### src/rtl/mips_ctrl_pkg.sv
// Shared encodings for the multi-cycle MIPS control path: opcodes, FSM states,
// ALUOp groups and datapath mux select codes.
package mips_ctrl_pkg;

  localparam logic [5:0] OP_R    = 6'b000000;
  localparam logic [5:0] OP_J    = 6'b000010;
  localparam logic [5:0] OP_ADDI = 6'b001000;
  localparam logic [5:0] OP_ANDI = 6'b001100;
  localparam logic [5:0] OP_ORI  = 6'b001101;
  localparam logic [5:0] OP_LUI  = 6'b001111;
  localparam logic [5:0] OP_LW   = 6'b100011;
  localparam logic [5:0] OP_SW   = 6'b101011;

  typedef enum logic [3:0] {
    S_FETCH    = 4'd0,
    S_DECODE   = 4'd1,
    S_EXEC_R   = 4'd2,
    S_R_WB     = 4'd3,
    S_EXEC_I   = 4'd4,
    S_I_WB     = 4'd5,
    S_MEM_ADDR = 4'd6,
    S_MEM_RD   = 4'd7,
    S_MEM_WB   = 4'd8,
    S_MEM_WR   = 4'd9,
    S_JUMP     = 4'd10,
    S_TRAP     = 4'd11
  } state_t;

  // ALUOp groups must line up with the ALU control decoder
  localparam logic [2:0] ALUOP_NONE  = 3'b000;
  localparam logic [2:0] ALUOP_RTYPE = 3'b111;
  localparam logic [2:0] ALUOP_ADD   = 3'b100;
  localparam logic [2:0] ALUOP_LOGIC = 3'b101;
  localparam logic [2:0] ALUOP_LUI   = 3'b011;

  localparam logic [1:0] SRCB_RT   = 2'b00;
  localparam logic [1:0] SRCB_FOUR = 2'b01;
  localparam logic [1:0] SRCB_IMM  = 2'b10;

  localparam logic [1:0] PCSRC_ALU  = 2'b00;
  localparam logic [1:0] PCSRC_JUMP = 2'b10;

  typedef enum logic [2:0] {
    CLS_R   = 3'd0,
    CLS_I   = 3'd1,
    CLS_LW  = 3'd2,
    CLS_SW  = 3'd3,
    CLS_J   = 3'd4,
    CLS_ILL = 3'd5
  } op_class_t;

endpackage

### src/rtl/mc_opcode_decode.sv
// Combinational opcode classifier: instruction class plus the ALUOp used
// by the I-type execute step.
module mc_opcode_decode
  import mips_ctrl_pkg::*;
(
  input  logic [5:0] opcode,
  output op_class_t  op_class,
  output logic [2:0] imm_alu_op
);

  always_comb begin
    op_class   = CLS_ILL;
    imm_alu_op = ALUOP_ADD;
    case (opcode)
      OP_R:    op_class = CLS_R;
      OP_J:    op_class = CLS_J;
      OP_ADDI: op_class = CLS_I;
      OP_ANDI: begin op_class = CLS_I; imm_alu_op = ALUOP_LOGIC; end
      OP_ORI:  begin op_class = CLS_I; imm_alu_op = ALUOP_LOGIC; end
      OP_LUI:  begin op_class = CLS_I; imm_alu_op = ALUOP_LUI;   end
      OP_LW:   op_class = CLS_LW;
      OP_SW:   op_class = CLS_SW;
      default: op_class = CLS_ILL;
    endcase
  end

endmodule

### src/rtl/multicycle_control.sv
// Multi-cycle sequencer: time-shares the ALU across fetch, address generation
// and execute, and handshakes with the unified memory.
module multicycle_control
  import mips_ctrl_pkg::*;
(
  input  logic       clk,
  input  logic       reset,
  input  logic [5:0] opcode,
  input  logic       mem_ready,
  output logic       mem_req,
  output logic       mem_we,
  output logic       i_or_d,
  output logic       ir_write,
  output logic       pc_write,
  output logic [1:0] pc_source,
  output logic       alu_src_a,
  output logic [1:0] alu_src_b,
  output logic [2:0] alu_op,
  output logic       reg_write,
  output logic       reg_dst,
  output logic       mem_to_reg,
  output logic       instr_done,
  output logic       illegal_op,
  output logic [3:0] state_dbg
);

  state_t     state_reg, state_next;
  op_class_t  op_class;
  logic [2:0] imm_alu_op;

  mc_opcode_decode u_decode (
    .opcode     (opcode),
    .op_class   (op_class),
    .imm_alu_op (imm_alu_op)
  );

  always_ff @(posedge clk) begin
    if (reset) state_reg <= S_FETCH;
    else       state_reg <= state_next;
  end

  always_comb begin
    state_next = state_reg;
    mem_req    = 1'b0;
    mem_we     = 1'b0;
    i_or_d     = 1'b0;
    ir_write   = 1'b0;
    pc_write   = 1'b0;
    pc_source  = PCSRC_ALU;
    alu_src_a  = 1'b0;
    alu_src_b  = SRCB_RT;
    alu_op     = ALUOP_NONE;
    reg_write  = 1'b0;
    reg_dst    = 1'b0;
    mem_to_reg = 1'b0;
    instr_done = 1'b0;
    illegal_op = 1'b0;

    case (state_reg)
      S_FETCH: begin
        mem_req   = 1'b1;
        alu_src_b = SRCB_FOUR;
        alu_op    = ALUOP_ADD;
        if (mem_ready) begin
          ir_write   = 1'b1;
          pc_write   = 1'b1;
          state_next = S_DECODE;
        end
      end
      S_DECODE: begin
        case (op_class)
          CLS_R:          state_next = S_EXEC_R;
          CLS_I:          state_next = S_EXEC_I;
          CLS_LW, CLS_SW: state_next = S_MEM_ADDR;
          CLS_J:          state_next = S_JUMP;
          default:        state_next = S_TRAP;
        endcase
      end
      S_EXEC_R: begin
        alu_src_a  = 1'b1;
        alu_op     = ALUOP_RTYPE;
        state_next = S_R_WB;
      end
      S_R_WB: begin
        reg_write  = 1'b1;
        reg_dst    = 1'b1;
        instr_done = 1'b1;
        state_next = S_FETCH;
      end
      S_EXEC_I: begin
        alu_src_a  = 1'b1;
        alu_src_b  = SRCB_IMM;
        alu_op     = imm_alu_op;
        state_next = S_I_WB;
      end
      S_I_WB: begin
        reg_write  = 1'b1;
        instr_done = 1'b1;
        state_next = S_FETCH;
      end
      S_MEM_ADDR: begin
        alu_src_a  = 1'b1;
        alu_src_b  = SRCB_IMM;
        alu_op     = ALUOP_ADD;
        state_next = (op_class == CLS_SW) ? S_MEM_WR : S_MEM_RD;
      end
      S_MEM_RD: begin
        mem_req = 1'b1;
        i_or_d  = 1'b1;
        if (mem_ready) state_next = S_MEM_WB;
      end
      S_MEM_WB: begin
        reg_write  = 1'b1;
        mem_to_reg = 1'b1;
        instr_done = 1'b1;
        state_next = S_FETCH;
      end
      S_MEM_WR: begin
        mem_req = 1'b1;
        mem_we  = 1'b1;
        i_or_d  = 1'b1;
        if (mem_ready) begin
          instr_done = 1'b1;
          state_next = S_FETCH;
        end
      end
      S_JUMP: begin
        pc_write   = 1'b1;
        pc_source  = PCSRC_JUMP;
        instr_done = 1'b1;
        state_next = S_FETCH;
      end
      S_TRAP:  illegal_op = 1'b1;
      default: state_next = S_FETCH;
    endcase

    // A reset cycle abandons the instruction: no request, write or retirement
    if (reset) begin
      mem_req    = 1'b0;
      mem_we     = 1'b0;
      i_or_d     = 1'b0;
      ir_write   = 1'b0;
      pc_write   = 1'b0;
      pc_source  = PCSRC_ALU;
      alu_src_a  = 1'b0;
      alu_src_b  = SRCB_RT;
      alu_op     = ALUOP_NONE;
      reg_write  = 1'b0;
      reg_dst    = 1'b0;
      mem_to_reg = 1'b0;
      instr_done = 1'b0;
      illegal_op = 1'b0;
    end
  end

  assign state_dbg = state_reg;

endmodule

### config.mk
export PLATFORM = sky130hd
export DESIGN_NAME = multicycle_control
export DESIGN_NICKNAME = d
export VERILOG_FILES = /design/src/rtl/mips_ctrl_pkg.sv /design/src/rtl/mc_opcode_decode.sv /design/src/rtl/multicycle_control.sv
export SDC_FILE = /design/constraint.sdc
export NUM_CORES = 1
export LEC_CHECK = 0
export CAP_MARGIN = 20
export CORE_MARGIN = 3
export CORE_UTILIZATION = 36
export CTS_BUF_LIST = sky130_fd_sc_hd__clkbuf_16
export DETAILED_ROUTE_END_ITERATION = 8
export PLACE_DENSITY = 0.82
export SLEW_MARGIN = 20
export SYNTH_ARGS = -nofsm -noshare
export SYNTH_HDL_FRONTEND = slang
export SYNTH_SLANG_ARGS = --single-unit
### constraint.sdc
create_clock -name clk -period 1.4 [get_ports clk]
set_input_delay 0.21 -clock clk [delete_from_list [all_inputs] [get_ports clk]]
set_output_delay 0.21 -clock clk [all_outputs]
set_load 0.02 [all_outputs]
==> results of run 1 <==
==> cell families after synthesis <==
family / Yosys count / synth area share, %
AND/OR/NAND/NOR: 56 / 49.50
flip-flops: 4 / 12.67
AO/OA/AOI/OAI: 26 / 28.12
multiplexers: 1 / 1.782
other: 1 / 0.5935
buffers and inverters: 9 / 5.941
XOR/XNOR: 1 / 1.386
==> through the flow <==
stage | cell area [um^2] | hold slack, ns | util, % | cells | setup WS [ns]
after detailed placement | 1267 | 0.7177 | 80.40 | 171 | -1.164
after floorplan | 730.7 | 0.3590 | - | 98 | -0.2445
after global placement | 1267 | 0.7039 | 80.40 | 171 | -1.032
==> synthesized netlist by cell type (all sizes together) (3+ instances only) <==
library cell  count  area, um^2
a21oi             8       40.04
and2              4       25.02
clkbuf            5       18.77
dfxtp             4       80.08
inv               3       11.26
nand2            10       37.54
nand2b            5       31.28
nor2             12       45.04
nor2b             4       25.02
nor3b             4       30.03
o211ai            3       22.52
o21ai             4       20.02
or2               3       18.77
==> impl_summary.log, run 1 <==
[metrics] outcome: aborted with a tool error
[metrics] stage where the run ended: clock tree synthesis
[metrics] Error Message: [ERROR DPL-0038] Utilization greater than 100%, impossible to legalize
[metrics] sequential element share of the synthesized area: 12.67%
[metrics] Yosys cell types: 38
[metrics] Main synth FF type: sky130_fd_sc_hd__dfxtp_1
[metrics] number of H-tree branching levels: 1
[metrics] Post-synth ARST share: 0%
[metrics] CTS Hold Buffers Added: 0
[metrics] Post-synth EDFFs: 0
[metrics] starting utilization of the core area: 40.08%
[metrics] Post-Synthesis Cells: 98
[metrics] Port-buffer cells: 29
[metrics] root buffer selected by CTS: sky130_fd_sc_hd__clkbuf_16
[metrics] number of sinks driven by the clock tree: 4
[metrics] Ports: 31
[metrics] Inserted Clock Buffers: 3
[metrics] Detail Placement HPWL: 2.121 mm
[metrics] mean cell area of the mapped netlist: 6.448 um^2
[metrics] number of standard-cell rows in the floorplan: 14
[metrics] post-synthesis net count: 107
[metrics] PostCTS Resize Cnt: 150
[metrics] Netlist Area Pre-Place: 631.9 um^2
[metrics] Max Root-Sink Buffers: 2
[metrics] global placer's final weighted congestion: 0.9211
[metrics] YS warnings: 0
[metrics] number of buffers added for setup after CTS: 13
[metrics] vertical die dimension: 47.90 um
[metrics] number of flip-flops and latches in the synthesized netlist: 4
[metrics] overall die width: 47.90 um
==> run 2: changes to the inputs <==
CORE_AREA = 3 3 64 66   (was unset)
CORE_MARGIN = unset   (was 3)
CORE_UTILIZATION = unset   (was 36)
CTS_BUF_LIST = unset   (was sky130_fd_sc_hd__clkbuf_16)
DIE_AREA = 0 0 67 69   (was unset)
PLACE_DENSITY = unset   (was 0.82)
PLACE_DENSITY_LB_ADDON = 0.15   (was unset)
clock period = 1.8 ns   (was 1.4 ns; I/O delays follow)
==> impl_summary.log, run 2 <==
[metrics] outcome: finished with violations
[metrics] violations in the final reports: setup timing
[metrics] Final Hold Slack: 0.5759 ns
[metrics] portion of synthesized cell area occupied by the leading cell type: 12.67% (unchanged)
[metrics] commonest cells after routing, fill and taps aside: sky130_fd_sc_hd__buf_4, sky130_fd_sc_hd__nor2_1, sky130_fd_sc_hd__nand2_1, sky130_fd_sc_hd__clkdlybuf4s50_1, sky130_fd_sc_hd__dlygate4sd2_1
[metrics] Leakage: 0.6135 nW
[metrics] post-synth top area cell: sky130_fd_sc_hd__dfxtp_1
[metrics] Fmax achieved: 543.7 MHz
[metrics] global placer's final weighted congestion: 0.7907 (-14%)
[metrics] cell area power density: 1077 nW/um^2
[metrics] category of the critical setup timing path: reg -> out
[metrics] area after detailed placement: 1231 um^2 (-2.9%)
[metrics] overall die width: 67 um (+40%)
[metrics] most numerous cell types in the synthesized netlist: sky130_fd_sc_hd__nor2_1, sky130_fd_sc_hd__nand2_1, sky130_fd_sc_hd__a21oi_1
[metrics] number of fill cells in the layout: 400
[metrics] root buffer selected by CTS: sky130_fd_sc_hd__clkbuf_8
[metrics] layout cell share with drive strength beyond 1: 46.01%
[metrics] most common library cell in the layout ignoring fill and taps: sky130_fd_sc_hd__buf_4
[metrics] Max Root-Sink Buffers: 2 (unchanged)
[metrics] wire length of the first global-routing pass: 3.912 mm
[metrics] number of sinks driven by the clock tree: 4 (unchanged)
[metrics] Layout Skew: 0.0004982 ns
[metrics] Worst Setup Slack, final: -0.03920 ns
[metrics] Port-buffer cells: 29 (unchanged)
[metrics] number of global-route vias before repair: 887
[metrics] Yosys cell types: 38 (unchanged)
[metrics] number of H-tree branching levels: 1 (unchanged)
[metrics] number of detailed-routing iterations run before antenna repair: 6
[metrics] R2R Setup Slk: 0.44 ns
[metrics] Post-synth ARST share: 0% (unchanged)
[metrics] final antenna diode count: 0
[metrics] routed length per placed instance: 12.13 um
[metrics] largest fanout on the critical path: 3
[metrics] Antenna Violating Nets Remaining: 0
[metrics] final hold violation count: 0
[metrics] number of standard-cell rows in the floorplan: 22 (+8)
[metrics] Final Critical Period: 1.839 ns
[metrics] post-synthesis net count: 107 (unchanged)
[metrics] Worst-Skew Late Latency: 0.22 ns
[metrics] Synth-to-Final Area Change: 111.9%
[metrics] YS warnings: 0 (unchanged)
[metrics] share of the clock period used by the worst path: 102.2%
[metrics] Post-synth EDFFs: 0 (unchanged)
[metrics] sequential cell area in the final layout: 86.33 um^2
[metrics] leading post-synthesis cells by cell area: sky130_fd_sc_hd__dfxtp_1, sky130_fd_sc_hd__nor2_1, sky130_fd_sc_hd__a21oi_1, sky130_fd_sc_hd__nand2_1, sky130_fd_sc_hd__nand2b_1
[metrics] Worst Setup Start Kind: flop
[metrics] final standard cell count with taps included and fillers excluded: 211
[metrics] area occupied by multi-input gates: 580.6 um^2
[metrics] starting utilization of the core area: 17.39% (-23 points)
[metrics] Ports: 31 (unchanged)
[metrics] arrival time of the worst setup path: 1.57 ns
[metrics] CTS Hold Buffers Added: 0 (unchanged)
[metrics] class of the most critical hold timing path: in -> reg
[metrics] vertical die dimension: 69 um (+44%)
[metrics] most numerous cell in the Yosys netlist: sky130_fd_sc_hd__nor2_1
[metrics] Via Count: 945
[metrics] sequential element share of the synthesized area: 12.67% (unchanged)
[metrics] Main synth FF type: sky130_fd_sc_hd__dfxtp_1
[metrics] Post-layout nets: 174
[metrics] mean cell area of the mapped netlist: 6.448 um^2 (unchanged)
[metrics] total wirelength of the detailed-routed design: 2.559 mm
[metrics] flip-flop count of the largest register, all copies and words added: 4
[metrics] critical path required time: 1.53 ns
[metrics] RSZ-0062 raised after global routing: true
[metrics] number of flip-flops and latches in the synthesized netlist: 4 (unchanged)
[metrics] maximum number of pins on one net before global-route repair: 17
[metrics] Inserted Clock Buffers: 3 (unchanged)
[metrics] post-route cell area: 1339 um^2
[metrics] # setup viols final: 2
[metrics] die area: 4623 um^2
[metrics] global-route total usage across every layer: 10.55%
[metrics] clock-pin slew on the worst setup and hold paths: 0.03 ns
[metrics] Crit. End Element: output port
[metrics] maximum resistive drop on vdd: 0.0002896 V
[metrics] Netlist Area Pre-Place: 631.9 um^2 (unchanged)
[metrics] Post-Synthesis Cells: 98 (unchanged)
[metrics] instance count after placement with tap cells included: 202 (+18%)
[metrics] count of maximum capacitance violations: 0
[metrics] post-DR vias/cell: 4.479
[metrics] Detail Placement HPWL: 2.035 mm (-4.1%)
[metrics] number of design rule violations left after detail routing: 0
[metrics] placeable core region: 3633 um^2
[metrics] Iteration-0 DRC Markers: 40
[metrics] CTS tree: yes
[metrics] leftover overflow at the end of global routing: 0
[metrics] number of max-slew violations in the final report: 0
[metrics] antenna violations before repair: 0
## run 2: path summary, 6_finish.rpt
check                from            to  cells past startpoint
max          state_dbg[1]     alu_op[0]                      4
min             opcode[5]  state_dbg[3]                      5
max reg2reg  state_dbg[1]  state_dbg[2]                      7
min reg2reg  state_dbg[0]  state_dbg[3]                      3
## run 2: power by group
group	switching [W]	leakage (nW)	internal, W
logic	0.000556	0.557	0.000550
registers	0.0000228	0.0344	0.000121
clock network	0.0000499	0.0216	0.000143
## run 2: metal layers
layer  part of all wire [%]  vias to the layer above  track usage (%)
met5                      0                        -                0
met4                   0.90                        0            2.703
met3                    6.3                        3            2.117
met2                     49                       27            17.69
met1                     44                      432            13.46
li1                       -                      483                -
## run 2: cell type report
cell class,instances,area share (%)
multi-input combinational,85,43.36
clock buffer,3,3.084
inverter,3,0.8411
sequential,4,6.449
tap,48,4.486
timing repair buffer,68,41.78
## run 2: timing repair
action / CTS / global route
endpoints found under the hold margin: 0 / 0
gates cloned: 0 / 0
endpoints found under the setup margin: 17 / 12
setup buffers: 1 / 5
gates resized for setup: 66 / 26
pin swaps: 5 / 8
## run 2: critical path, cell delays in order (launching register included)
cell and delay (ns):
sky130_fd_sc_hd__dfxtp_2 0.31, sky130_fd_sc_hd__or2_4 0.26, sky130_fd_sc_hd__or4_4 0.48, sky130_fd_sc_hd__a21oi_2 0.16
sky130_fd_sc_hd__buf_6 0.13
## run 2: logic make-up after synthesis
group | share of synthesized area (%)
AOI/OAI and AO/OA | 28.12
xor gates and xnor gates | 1.386
buffers and inverters | 5.941
DFF | 12.67
muxes | 1.782
other | 0.5935
and+or+nand+nor | 49.50
## run 2: metrics by stage
stage	TNS (ns)	total power (W)	utilization, %	setup slack [ns]
2_1_floorplan	-0.07971	0.0006439	-	-0.07971
3_3_place_gp	-6.944	0.001162	33.88	-0.7557
3_5_place_dp	-7.063	0.001168	33.88	-0.7738
4_1_cts	-0.1434	0.001352	34.95	-0.07226
5_1_grt	-0.2235	0.001546	36.85	-0.08180
6_report	-0.04207	0.001443	36.85	-0.03920
No activity file was read; power rests on OpenSTA's default activity.
